File: src/rtl/uart_tx_arbiter.sv
// Round-robin arbiter in front of a UART transmit controller: takes one byte per frame
// from the winning requester, strobes it out, then blocks for a full frame time.
module uart_tx_arbiter #(
    parameter int NUM_REQ      = 4,
    parameter int CLKS_PER_BIT = 434,
    parameter int FRAME_BITS   = 10
) (
    input  logic                 clk,
    input  logic                 reset,
    input  logic [NUM_REQ-1:0]   i_req,
    input  logic [8*NUM_REQ-1:0] i_data,
    output logic [NUM_REQ-1:0]   o_ack,
    output logic [7:0]           o_tx_data,
    output logic                 o_tx_ready,
    output logic                 o_busy,
    output logic [NUM_REQ-1:0]   o_grant
);

    localparam int FRAME_CYCLES = CLKS_PER_BIT * FRAME_BITS;
    localparam int CW           = $clog2(FRAME_CYCLES);
    localparam int PW           = $clog2(NUM_REQ);

    typedef enum logic [1:0] {IDLE, SEND, WAIT} state_t;

    state_t          state_q, state_d;
    logic [CW-1:0]   cnt;
    logic [PW-1:0]   ptr;
    logic [PW-1:0]   win;
    logic            win_vld;

    // Walk from the farthest offset down to ptr+1 so the nearest asserted request wins.
    always_comb begin
        win     = '0;
        win_vld = 1'b0;
        for (int i = NUM_REQ; i >= 1; i--) begin
            if (i_req[(int'(ptr) + i) % NUM_REQ]) begin
                win     = PW'((int'(ptr) + i) % NUM_REQ);
                win_vld = 1'b1;
            end
        end
    end

    always_ff @(posedge clk or negedge reset) begin
        if (!reset) begin
            state_q   <= IDLE;
            cnt       <= '0;
            ptr       <= PW'(NUM_REQ - 1);
            o_tx_data <= '0;
            o_grant   <= '0;
        end else begin
            state_q <= state_d;
            if (state_q == IDLE && win_vld) begin
                ptr       <= win;
                o_tx_data <= i_data[int'(win)*8 +: 8];
                o_grant   <= NUM_REQ'(1) << win;
            end
            // Counter reaches zero on the last WAIT cycle and stays cleared while idle.
            if (state_q == SEND)
                cnt <= CW'(FRAME_CYCLES - 1);
            else if (state_q == WAIT && cnt != '0)
                cnt <= cnt - 1'b1;
        end
    end

    always_comb begin
        state_d    = state_q;
        o_tx_ready = 1'b0;
        o_ack      = '0;
        o_busy     = 1'b0;
        case (state_q)
            IDLE: if (win_vld) state_d = SEND;
            SEND: begin
                o_tx_ready = 1'b1;
                o_ack      = o_grant;
                o_busy     = 1'b1;
                state_d    = WAIT;
            end
            WAIT: begin
                o_busy = 1'b1;
                if (cnt == '0) state_d = IDLE;
            end
            default: state_d = IDLE;
        endcase
    end

endmodule
File: config.mk
export PLATFORM = sky130hd
export DESIGN_NAME = uart_tx_arbiter
export DESIGN_NICKNAME = d
export VERILOG_FILES = /design/src/rtl/uart_tx_arbiter.sv
export SDC_FILE = /design/constraint.sdc
export NUM_CORES = 1
export LEC_CHECK = 0
export BUFFER_PORTS_ARGS = -buffer_cell sky130_fd_sc_hd__buf_4
export CAP_MARGIN = 20
export CORE_ASPECT_RATIO = 1.1
export CORE_UTILIZATION = 30
export DETAILED_ROUTE_END_ITERATION = 8
export MAX_ROUTING_LAYER = met4
export SETUP_SLACK_MARGIN = 0.2
export SLEW_MARGIN = 25
export SYNTH_ARGS = -nofsm -noshare
export SYNTH_HDL_FRONTEND = slang
export SYNTH_SLANG_ARGS = --single-unit
File: constraint.sdc
create_clock -name clk -period 1.8 [get_ports clk]
set_input_delay 0.18 -clock clk [delete_from_list [all_inputs] [get_ports clk]]
set_output_delay 0.18 -clock clk [all_outputs]
set_load 0.02 [all_outputs]
==> flow_summary.ini <==
[worst_hold_path]
min_from = i_data[11]
hold_path_end = o_tx_data[3]
hold_depth = 3
hold_class = in2reg

[clocking]
cts_tree = done
cts-root-buf = clkbuf_8
worstSkewPairLatency_ns = 0.28
numCtsBuffers = 5
cts.sinks = 29
path_clk_slew_ns = 0.06
cts.path.max_buffers = 2
h-tree-depth = 2

[global_route]
grt_pass1_wl_mm = 8.22
antenna_found_initial = 0
grt_pass1_vias = 1863
track_usage_pct = 18.4
grt_max_degree = 30
globalRoute.totalOverflow = 0

[synth]
synth_top_area_cell = dfrtp_1
yosysSeqAreaShare_pct = 41.8
syn_area_um2 = 1740
ys_types = 40
synth-edff-count = 0
async_flop_share_pct = 100
yosys_warnings = 0
ys_top_cells_by_area = dfrtp_1 (39%), a211oi_1 (7.3%), mux2i_1 (5.8%), nand2_1 (5.2%), nor2_1 (3.7%)
ys.flop_type = dfrtp_1
synth_top_area_share_pct = 38.8
synth-seq-cells = 29
yosysMostFrequentCell = dfrtp_1
avgSynthCellArea_um2 = 9.21
synth_common_cells = dfrtp_1 (27), nand2_1 (24), a211oi_1 (17), nor2_1 (17), nor3_1 (12)
synth_nets = 232
syn_inst = 189

[critical_path]
cp-start-kind = flop
crit_fanout = 5
timing.rr.end = state_q[0]
cpPeakStageDelay_ns = 0.49
end_kind = flop
worst_path_max_delay_cell = or4b_4
reg2reg_depth = 7
cp_top_family = compound AO/OA/AOI/OAI gates
cp.required_ns = 2.02
regToRegStartpoint = cnt[0]
r2r_slack_ns = -0.07
path_cells = inv_2, ha_1, or4b_4, o31a_1, buf_4, o21ai_1, o21a_1
path_class = reg2reg
path_buf_inv = 2
cp.arrival_ns = 2.09

[finish]
n_antenna_cell = 0
final_cells = 363
final_nets = 330
syn_to_final_growth_pct = 71.5
drive_gt1_share_pct = 54.9

[pwr]
p_leak_uw = 0.00127
power_density_nw_per_um2 = 1460
power_uw = 4370
ir_drop_mv = 0.823

[timing]
fmax_mhz = 534
setup_viol = 8
rsz0062_at_grt = yes
finalSetupTns_ns = -0.241
maxSlewViolCount = 0
worstMarginPinSlew_ns = 0.464
slew_headroom_pct = 69.0
period_share_pct = 104
post-route-min-period_ns = 1.87
skew_ns = 0.00454
final_hold_viol_count = 0
layout_setup_ws_ns = -0.0729

[floorplan]
pin_count = 56
die_h_um = 81.9
core_area_um2 = 5500
num_rows = 28
die_w_um = 74.6
initial_core_util_pct = 31.6
die-area_um2 = 6110

[placed_design]
io_buffers = 55
dp.cells = 339
hpwl_mm = 3.49
gp_congestion = 0.796

[route]
vias = 1753
drc = 0
drtIter0Drc = 39
ant_nets = 0
firstDrtPassIters = 2
avgRoutedWirePerCell_um = 13.7
wirelength_mm = 4.98
via_per_inst = 4.83

[run_status]
status = complete, but fails checks
violations = setup timing

[job]
drv_cap = 0
## worst reg2reg max path, delay by kind of cell (launching register included)
kind / cells / cell delay, ns
AND/OR/NAND/NOR: 1 / 0.49
flip-flops: 1 / 0.39
adder cells (fa/ha/maj): 1 / 0.13
AO/OA/AOI/OAI: 3 / 0.59
buffers and inverters: 2 / 0.23
## layout by cell type, fill, tap and decap left out, drive strengths merged, types with 2 or more instances in the layout
master,count
a211oi,17
a21oi,6
and2,4
buf,96
clkbuf,8
dfrtp,27
dfstp,2
ha,5
inv,5
mux2i,10
nand2,24
nand2b,4
nand3,6
nor2,17
nor3,13
nor4,3
o211ai,2
o21a,2
o21ai,7
o31ai,3
or3,2
or4,2
xnor2,5
xor2,5
## area by class of cell
class                   instances  area (um2)
clock buffers                   8        80.1
fillers                       516        2510
inverters                       6        22.5
multi-input cells             148        1240
flip-flops and latches         29         728
well taps                      75        93.8
repair buffers                 97         820
## registers in the layout, summed over array words and instances, names as in the netlist
signal / count
state_q: 2
ptr: 2
o_grant: 4
o_tx_data: 8
cnt: 13
## metal layers
layer | up-vias | part of all wire [%] | global-route usage [%] | wire [um]
met5 | - | 0 | - | 0
li1 | 872 | - | - | -
met4 | 0 | 0.96 | 5.28 | 48
met3 | 5 | 4.6 | 5.03 | 228
met1 | 830 | 44 | 20.9 | 2190
met2 | 46 | 50 | 31.6 | 2510
## stage by stage
| step | worst slack, ns | util (%) | hold WS (ns) | area (um2) |
|---|---|---|---|---|
| floorplan | -0.0153 | - | -0.116 | 1820 |
| detailed placement | -0.0429 | 45.8 | 0.135 | 2520 |
| finish | -0.0729 | 54.3 | 0.223 | 2990 |
| global placement | 0.00555 | 45.8 | 0.136 | 2520 |
| global route | -0.149 | 54.3 | 0.227 | 2990 |
| CTS | -0.0547 | 51.0 | 0.214 | 2800 |
## timing repair
action	in CTS	in global routing
pin swaps	14	18
resized for setup	20	27
hold endpoints to repair	27	0
setup endpoints to repair	27	32
cloned	0	0
hold buffers	1	0
buffers inserted	10	5
## kinds of logic (layout without fill, tap and decap cells)
logic type / count (synthesis) / after routing / share of synthesized area, %
buffers and inverters: 12 / 111 / 2.80
flip-flops: 29 / 29 / 41.8
adder cells (fa/ha/maj): 5 / 5 / 3.59
multiplexers: 10 / 10 / 5.75
XOR/XNOR: 10 / 10 / 5.03
AND/OR/NAND/NOR: 81 / 81 / 23.7
AO/OA/AOI/OAI: 42 / 42 / 17.3
## power by group
part / internal, uW / total (uW) / switching, uW
Clock: 274 / 513 / 239
Combinational: 1370 / 2830 / 1450
Sequential: 878 / 1030 / 147
Total: 2530 / 4370 / 1840
## worst max path at each step
stage	from	to	slack, ns	depth (start not counted)
final	cnt[0]	state_q[0]	-0.07	7
after global routing	cnt[1]	cnt[12]	-0.15	8
after CTS	cnt[0]	cnt[9]	-0.05	7
after detailed placement	cnt[0]	state_q[1]	-0.04	6
after global placement	cnt[0]	state_q[1]	0.006	6
after floorplan	cnt[0]	cnt[9]	-0.02	7
No activity file was read; power rests on OpenSTA's default activity.
